===== src/rtl/syscall_console.sv =====
// Reassembles the data memory's toggle-framed syscall character stream into NUL-terminated strings.
// Bytes reach out_valid two cycles after the input is stable; a full FIFO drops bytes and sets overflow.

// Generic first-word-fall-through FIFO; head is visible on pop_dat the cycle after the push.
// A push into a full FIFO is accepted only when a pop happens in the same cycle.
module fifo #(
   parameter int WIDTH = 8,
   parameter int DEPTH = 16
) (
   input  logic                     clk,
   input  logic                     reset,
   input  logic                     push_vld,
   input  logic [WIDTH-1:0]         push_dat,
   output logic                     push_rdy,
   output logic                     pop_vld,
   output logic [WIDTH-1:0]         pop_dat,
   input  logic                     pop_rdy,
   output logic [$clog2(DEPTH):0]   count
);
   localparam int AW = $clog2(DEPTH);
   localparam logic [AW:0] FULL_CNT = DEPTH[AW:0];
   localparam logic [AW:0] CNT_ONE = {{AW{1'b0}}, 1'b1};

   logic [WIDTH-1:0] mem [DEPTH];
   logic [AW-1:0]    wr_ptr;
   logic [AW-1:0]    rd_ptr;
   logic             push;
   logic             pop;

   assign pop_vld  = (count != '0);
   assign pop_dat  = pop_vld ? mem[rd_ptr] : '0;
   assign pop      = pop_vld & pop_rdy;
   assign push_rdy = (count != FULL_CNT) | pop;
   assign push     = push_vld & push_rdy;

   always_ff @(posedge clk or posedge reset) begin
      if (reset) begin
         wr_ptr <= '0;
         rd_ptr <= '0;
         count  <= '0;
      end else begin
         if (push) wr_ptr <= wr_ptr + AW'(1);
         if (pop)  rd_ptr <= rd_ptr + AW'(1);
         if (push & ~pop)
            count <= count + CNT_ONE;
         else if (pop & ~push)
            count <= count - CNT_ONE;
      end
   end

   always_ff @(posedge clk) begin
      if (push) mem[wr_ptr] <= push_dat;
   end
endmodule

// Console stage: event decode, string FSM and length tracking in front of the byte FIFO.
// Two-cycle input-to-output latency; out_ready low holds the head byte and lets the FIFO fill.
module syscall_console #(
   parameter int DEPTH     = 16,
   parameter int LEN_W     = 16,
   parameter int APPEND_NL = 1
) (
   input  logic                     clk,
   input  logic                     reset,
   input  logic                     syscall_w,
   input  logic [31:0]              char_in,
   output logic                     out_valid,
   output logic [7:0]               out_data,
   input  logic                     out_ready,
   output logic                     str_done,
   output logic [LEN_W-1:0]         str_len,
   output logic                     busy,
   output logic                     overflow,
   output logic [$clog2(DEPTH):0]   fifo_count
);
   localparam logic [0:0] IDLE   = 1'b0;
   localparam logic [0:0] ACTIVE = 1'b1;
   localparam logic [LEN_W-1:0] LEN_ONE = {{(LEN_W-1){1'b0}}, 1'b1};

   logic             syscall_s1, syscall_s2;
   logic             tog_s1, tog_s2;
   logic [7:0]       byte_s1;
   logic [0:0]       state, state_nxt;
   logic [LEN_W-1:0] run_len, len_nxt, term_len;
   logic             start, tick, term;
   logic             push_vld, push_rdy;
   logic [7:0]       push_dat;
   logic             char_unused;

   assign char_unused = ^char_in[31:9];

   assign start = syscall_s1 & ~syscall_s2;
   assign tick  = tog_s1 ^ tog_s2;
   assign busy  = (state == ACTIVE);

   // A start event takes precedence over a coincident tick and restarts the string.
   always_comb begin
      state_nxt = state;
      len_nxt   = run_len;
      push_vld  = 1'b0;
      push_dat  = byte_s1;
      term      = 1'b0;
      term_len  = run_len;
      if (start || (tick && state == ACTIVE)) begin
         if (byte_s1 == 8'h00) begin
            term      = 1'b1;
            term_len  = start ? '0 : run_len;
            state_nxt = IDLE;
            len_nxt   = '0;
            push_vld  = (APPEND_NL != 0);
            push_dat  = 8'h0A;
         end else begin
            push_vld  = 1'b1;
            state_nxt = ACTIVE;
            if (start)
               len_nxt = LEN_ONE;
            else if (run_len != '1)
               len_nxt = run_len + LEN_ONE;
         end
      end
   end

   always_ff @(posedge clk or posedge reset) begin
      if (reset) begin
         syscall_s1 <= 1'b0;
         syscall_s2 <= 1'b0;
         tog_s1     <= 1'b0;
         tog_s2     <= 1'b0;
         byte_s1    <= 8'h00;
         state      <= IDLE;
         run_len    <= '0;
         str_done   <= 1'b0;
         str_len    <= '0;
         overflow   <= 1'b0;
      end else begin
         syscall_s1 <= syscall_w;
         syscall_s2 <= syscall_s1;
         tog_s1     <= char_in[8];
         tog_s2     <= tog_s1;
         byte_s1    <= char_in[7:0];
         state      <= state_nxt;
         run_len    <= len_nxt;
         str_done   <= term;
         if (term) str_len <= term_len;
         if (push_vld & ~push_rdy) overflow <= 1'b1;
      end
   end

   fifo #(
      .WIDTH (8),
      .DEPTH (DEPTH)
   ) u_fifo (
      .clk      (clk),
      .reset    (reset),
      .push_vld (push_vld),
      .push_dat (push_dat),
      .push_rdy (push_rdy),
      .pop_vld  (out_valid),
      .pop_dat  (out_data),
      .pop_rdy  (out_ready),
      .count    (fifo_count)
   );
endmodule


===== config.mk =====
export PLATFORM = sky130hd
export DESIGN_NAME = syscall_console
export DESIGN_NICKNAME = d
export VERILOG_FILES = /design/src/rtl/syscall_console.sv
export SDC_FILE = /design/constraint.sdc
export NUM_CORES = 1
export LEC_CHECK = 0
export ABC_AREA = 1
export CORE_ASPECT_RATIO = 0.7
export CORE_MARGIN = 3
export CORE_UTILIZATION = 52
export DETAILED_ROUTE_END_ITERATION = 10
export HOLD_SLACK_MARGIN = 0.06
export PLACE_DENSITY = 0.75
export SYNTH_ARGS = -nofsm -noshare
export SYNTH_HDL_FRONTEND = slang
export SYNTH_SLANG_ARGS = --single-unit

===== constraint.sdc =====
create_clock -name clk -period 2.34 [get_ports clk]
set_input_delay 0.468 -clock clk [delete_from_list [all_inputs] [get_ports clk]]
set_output_delay 0.468 -clock clk [all_outputs]
set_load 0.01 [all_outputs]

==> results of run 1 <==
==> registers in the layout, summed over array words and instances (netlist names) <==
register       flops
busy               1
byte_s1            8
overflow           1
run_len           16
str_done           1
str_len           16
syscall_s1         1
syscall_s2         1
tog_s1             1
tog_s2             1
u_fifo.count       5
u_fifo.mem       128
u_fifo.rd_ptr      4
u_fifo.wr_ptr      4
==> cell families (layout without fill, tap and decap cells) <==
group	Yosys count	after routing	synth area share
flops	188	188	0.653
fa+ha+maj	11	11	0.0177
compound gates	52	52	0.0358
buf+inv	80	184	0.0428
simple gates	456	456	0.238
xor+xnor	12	12	0.0128
==> cell type report <==
cell class,count,share of cell area
flip-flops and latches,188,0.527
multi-input cells,531,0.267
repair buffers,112,0.111
clock buffers,22,0.0478
well taps,195,0.0240
inverters,40,0.0155
clock inverters,10,0.00740
==> power groups by stage <==
stage                     clock network (uW)  registers (uW)  logic [uW]
final                                   2740            4280        4810
after global routing                    2920            4320        5210
after CTS                               2770            4260        4270
after detailed placement                   0            4310        3940
after global placement                     0            4300        3780
after floorplan                            0            4260        2340
==> path summary, 6_finish.rpt <==
path | from | end | slack (ns)
worst min register to register | syscall_s1$_DFF_PP0_ | syscall_s2$_DFF_PP0_ | 0.38
min in group asynchronous | reset | u_fifo.rd_ptr[2]$_DFFE_PP0P_ | 0.41
worst min-delay path | syscall_s1$_DFF_PP0_ | syscall_s2$_DFF_PP0_ | 0.38
max in group asynchronous | reset | byte_s1[0]$_DFF_PP0_ | 1.64
worst max register to register | u_fifo.count[0]$_DFFE_PP0P_ | u_fifo.count[3]$_DFFE_PP0P_ | 0.11
worst max-delay path | u_fifo.rd_ptr[0]$_DFFE_PP0P_ | out_data[2] | -0.09
==> metrics by stage <==
step	cell area (um2)	setup slack [ns]	utilization	cells	total power, uW
finish	10100	-0.0875	0.674	1098	11800
global route	10100	-0.180	0.674	1098	12500
CTS	9890	-0.0872	0.657	1088	11300
detailed placement	9150	-0.273	0.608	1051	8260
global placement	9150	-0.160	0.608	1051	8080
floorplan	8190	0.0310	-	799	6600
==> metal layers <==
layer | global-route usage | up-vias
met5 | 0 | -
met1 | 0.330 | 2987
met4 | 0.0694 | 0
met2 | 0.367 | 300
li1 | - | 2858
met3 | 0.0706 | 26
==> worst register-to-register path: stages (launching register included) <==
cell	delay (ns)
dfrtp_2	0.43
inv_2	0.08
nand4_1	0.19
nor2_4	0.17
inv_2	0.05
nand2_2	0.09
ha_4	0.15
inv_1	0.08
buf_4	0.16
ha_1	0.27
nand3_1	0.08
nand3_1	0.09
o21ai_1	0.15
a21oi_1	0.05
a21oi_1	0.11
==> synthesized netlist by cell type <==
| master | n | area share |
|---|---|---|
| nand2_1 | 274 | 0.13 |
| edfxtp_1 | 128 | 0.47 |
| nand3_1 | 116 | 0.071 |
| dfrtp_1 | 60 | 0.18 |
| nor2_1 | 45 | 0.021 |
| inv_1 | 35 | 0.016 |
| buf_2 | 19 | 0.012 |
| o21ai_0 | 17 | 0.010 |
| clkbuf_1 | 16 | 0.0073 |
| a21oi_1 | 14 | 0.0086 |
| ha_1 | 10 | 0.015 |
| xor2_1 | 10 | 0.011 |
| o21ai_1 | 8 | 0.0049 |
| nand2_2 | 5 | 0.0038 |
| nand4_1 | 5 | 0.0038 |
| o31ai_1 | 5 | 0.0046 |
| inv_2 | 4 | 0.0018 |
| nor2_4 | 4 | 0.0055 |
| o21ai_2 | 3 | 0.0032 |
| or2_2 | 3 | 0.0023 |
| a31oi_1 | 2 | 0.0015 |
| buf_1 | 2 | 0.00092 |
| buf_8 | 2 | 0.0037 |
| nor2_2 | 2 | 0.0015 |
| xnor2_1 | 2 | 0.0021 |
| a21o_1 | 1 | 0.00092 |
| buf_4 | 1 | 0.00092 |
| clkinv_1 | 1 | 0.00046 |
| fa_1 | 1 | 0.0024 |
| nand2_4 | 1 | 0.0014 |
| nand2_8 | 1 | 0.0024 |
| o21bai_1 | 1 | 0.00092 |
| o22ai_1 | 1 | 0.00076 |
==> cells in the final DEF (no fill, tap or decap), drive strengths merged <==
master / Yosys / final
o22ai: 1 / 1
inv: 39 / 46
nand3: 116 / 116
xor2: 10 / 10
o21bai: 1 / 1
or2: 3 / 3
a31oi: 2 / 2
ha: 10 / 10
clkdlybuf4s50: 0 / 36
clkinv: 1 / 4
xnor2: 2 / 2
dlymetal6s2s: 0 / 1
edfxtp: 128 / 128
buf: 24 / 73
dfrtp: 60 / 60
o31ai: 5 / 5
o21ai: 28 / 28
fa: 1 / 1
nand4: 5 / 5
nand2: 281 / 281
a21o: 1 / 1
nor2: 51 / 51
a21oi: 14 / 14
clkbuf: 16 / 24
==> what timing repair did <==
action	4_1_cts	5_1_grt
buffers inserted	2	8
hold buffers	0	0
pin swaps	8	9
resized for setup	62	40
gates cloned	3	2
setup endpoints to repair	8	11
hold endpoints to repair	0	0
==> impl_metrics.toml, run 1 <==
[timing]
period_share = 1.04
hold_ws_ns = 0.379
clock.fmax_mhz = 412
slew_violations = 0
finalWorstSetupSlack_ns = -0.0875
relSlewSlack = 0.727
hold_viol_final = 0
worst-slew-pin-transition_ns = 0.408
clock_skew_ns = 0.00852
fin_tns_setup_ns = -0.435
rsz0062_at_grt = "yes"
setup_viol = 8
finalWorstPathRequiredPeriod_ns = 2.43

[outcome]
violations = "negative setup slack"
outcome = "finished, violations left"

[setup_path]
crit_family = "buffers and inverters"
r2r_cells = 14
crit_fanout = 9
crit_buf_inv = 4
path_depth = 10
arrival_ns = 1.96
worstPathCellList = "buf_12, buf_12, buf_4, nand2_1, nand3_2, nand3_2, nand2_2, nand2_1, a21oi_2, buf_2"
end_kind = "output pin"
cp-start-kind = "register"
cpPeakStageDelay_ns = 0.46
crit_required_ns = 1.87
crit_slowest_cell = "dfrtp_2"
critical_path_class = "register to output pin"

[drt]
wl_um = 20200
dr_wl_met2_um = 9640
routed_via_density = 5.62
drc_errors = 0
first_iter_violations = 763
routed-wl-met3_um = 2070
drtAntennaViolNets = 0
highest_layer = "met4"
wl_per_cell_um = 18.4
vias = 6171
wirelength_met1_um = 8210
drt-pass1-iter-count = 5

[pwr]
intPower_uw = 7490
seq_power_share = 0.362
power.switching_uw = 4340
powerDensity_nw_per_um2 = 1170
p_sw_frac = 0.367
leakage_uw = 0.00417
ir_drop_v = 0.000504
combPwrFrac = 0.406
p_clk_frac = 0.232

[clock_network]
cts.sinks = 188
clock_latency_ns = 0.43
clock_tree.root_cell = "clkbuf_16"
path_clk_slew_ns = 0.07
cts_tree = "built"
htreeDepth = 4
numCtsBuffers = 17
clockBufferDepth = 2

[global_route]
grt_pass1_wl_um = 31800
grt_start_max_net_pins = 61
antenna_found_initial = 0
grt_pass1_vias = 6107
grt.total_usage = 0.238
overflow = 0

[worst_hold_path]
min_path_type = "register to register"
holdPathStages = 0

[layout]
n_fill_cell = 1064
multi_input_area_um2 = 2710
layout-drive-gt1-share = 0.196
syn2layout_area_growth_pct = 23.9
layout.nets = 937
ff_latch_area_um2 = 5350
diodes = 0

[logic_synthesis]
synth_cell_types = 33
syn_inst = 799
netlist_area_um2 = 8190
syn_area_per_cell_um2 = 10.2
yosysSeqAreaShare = 0.653
ys_warn_count = 0
ys_ff_latch = 188
syn-num-nets = 846

[placement]
gp_congestion = 0.935
hpwl_um = 12600
io_buffers = 45

[floorplanning]
die_height_um = 111
die_width_um = 156
coreArea_um2 = 15000
start_util = 0.544
num_rows = 37
io-pin-count = 69
floorplan.die_area_um2 = 17300

[job]
cap_violations = 0
No activity file was read; power rests on OpenSTA's default activity.
==> run 2, diff against run 1 <==
--- a/config.mk
+++ b/config.mk
@@ -15,3 +15,4 @@
 export SYNTH_ARGS = -nofsm -noshare
 export SYNTH_HDL_FRONTEND = slang
 export SYNTH_SLANG_ARGS = --single-unit
+export TNS_END_PERCENT = 10
==> impl_metrics.toml, run 2 (same netlist as run 1, synthesis figures left out) <==
[clock_network]
htreeDepth = 4
cts.sinks = 188
numCtsBuffers = 17
clock_tree.root_cell = "clkbuf_16"
clock_latency_ns = 0.43
cts_tree = "built"
path_clk_slew_ns = 0.07
cts_hold_buffers = 0
clockBufferDepth = 2

[floorplanning]
floorplan.die_area_um2 = 17300
io-pin-count = 69
die_height_um = 111
start_util = 0.544
num_rows = 37
die_width_um = 156
coreArea_um2 = 15000

[setup_path]
cp-start-kind = "register"
worstPathCellList = "inv_8, buf_12, buf_4, nand2_1, nand3_1, nand3_2, nand2_1, nand2_1, a21oi_2, buf_2"
arrival_ns = 1.92
crit_fanout = 7
crit_slowest_cell = "dfrtp_2"
cpPeakStageDelay_ns = 0.47
critical_path_class = "register to output pin"
end_kind = "output pin"
crit_required_ns = 1.87
cpMostUsedCell = "nand2_1"

[layout]
layout.nets = 930
syn2layout_area_growth_pct = 22.7
layout_common_cells = "nand2_1, edfxtp_1, nand3_1"
largest_register_ffs = 128
top_register = "u_fifo.mem"
stdcell_count = 1091
layout-drive-gt1-share = 0.186
final_common_cell = "nand2_1"
reg_top3 = "u_fifo.mem: 128 flops, run_len: 16 flops, str_len: 16 flops"
diodes = 0

[drt]
routed_via_density = 5.61
dr_wl_met2_um = 9380
highest_layer = "met4"
wirelength_met1_um = 8270
vias = 6125
wl_um = 19900
drtAntennaViolNets = 0
routed-wl-met3_um = 1950
first_iter_violations = 763
drt-pass1-iter-count = 5
wl_per_cell_um = 18.2
drc_errors = 0

[timing]
finalWorstSetupSlack_ns = -0.0454
slew_violations = 0
setup_viol = 7
worst-slew-pin-transition_ns = 0.407
rsz0062_at_grt = "yes"
period_share = 1.02
finalWorstPathRequiredPeriod_ns = 2.39
clock_skew_ns = 0.0136
hold_viol_final = 0
clock.fmax_mhz = 419
relSlewSlack = 0.728

[worst_hold_path]
min_path_type = "register to register"

[pwr]
total_power_uw = 11600
leakage_uw = 0.00413
powerDensity_nw_per_um2 = 1160
ir_drop_v = 0.000554

[global_route]
antenna_found_initial = 0
grt_pass1_wl_um = 31500
grt_pass1_vias = 6009
grt.total_usage = 0.236
overflow = 0
grt_start_max_net_pins = 61

[outcome]
outcome = "finished, violations left"
violations = "negative setup slack"

[placement]
io_buffers = 45
hpwl_um = 12600
gp_congestion = 0.935
dp_cells = 1051

[job]
cap_violations = 0
==> run 2: per-stage QoR <==
step / worst slack (ns) / utilization / hold slack, ns / cell area (um2) / setup TNS, ns
4_1_cts: -0.0872 / 0.654 / 0.385 / 9840 / -0.286
3_5_place_dp: -0.273 / 0.608 / 0.369 / 9150 / -0.997
5_1_grt: -0.153 / 0.667 / 0.403 / 10000 / -1.12
2_1_floorplan: 0.0310 / - / 0.354 / 8190 / 0
3_3_place_gp: -0.160 / 0.608 / 0.360 / 9150 / -0.577
6_report: -0.0454 / 0.667 / 0.379 / 10000 / -0.188
==> run 2: routing by layer <==
layer  track usage  vias up
li1              -     2841
met1         0.331     2950
met2         0.361      305
met3        0.0613       29
met4        0.0741        0
met5             0        -
==> run 2: final timing paths <==
path	depth (start not counted)	to	slack, ns	start
hold / removal	0	syscall_s2$_DFF_PP0_	0.38	syscall_s1$_DFF_PP0_
hold reg to reg	0	syscall_s2$_DFF_PP0_	0.38	syscall_s1$_DFF_PP0_
max in group asynchronous	3	byte_s1[0]$_DFF_PP0_	1.65	reset
min in group asynchronous	3	u_fifo.rd_ptr[1]$_DFFE_PP0P_	0.41	reset
setup reg to reg	14	u_fifo.count[3]$_DFFE_PP0P_	0.08	u_fifo.count[3]$_DFFE_PP0P_
setup / recovery	10	out_data[6]	-0.05	u_fifo.rd_ptr[0]$_DFFE_PP0P_
==> run 2: area by class of cell <==
class                      count  area (um2)
clock buffer                  22         485
clock inverter                10        75.1
fill                        1082        5000
inverter                      40         158
multi-input combinational    531        2660
sequential                   188        5350
tap                          195         244
timing repair buffer         105        1070
==> run 2: what timing repair did <==
action,CTS,global route
pin swaps,6,8
cloned,2,4
setup endpoints to repair,8,11
hold endpoints to repair,0,0
buffers inserted,2,1
resized for setup,55,38
==> run 2: where the power goes <==
group	switching [uW]	leakage (uW)	internal, uW	total (uW)
clock	1240	0.000280	1500	2730
combinational	2750	0.00192	1850	4600
sequential	276	0.00193	4010	4280
==> run 2: worst max-delay path: cells and delay by family (launching register included) <==
family | cells | cell delay, ns
AOI/OAI and AO/OA | 1 | 0.11
buffers and inverters | 4 | 0.53
DFF | 1 | 0.47
and+or+nand+nor | 5 | 0.37
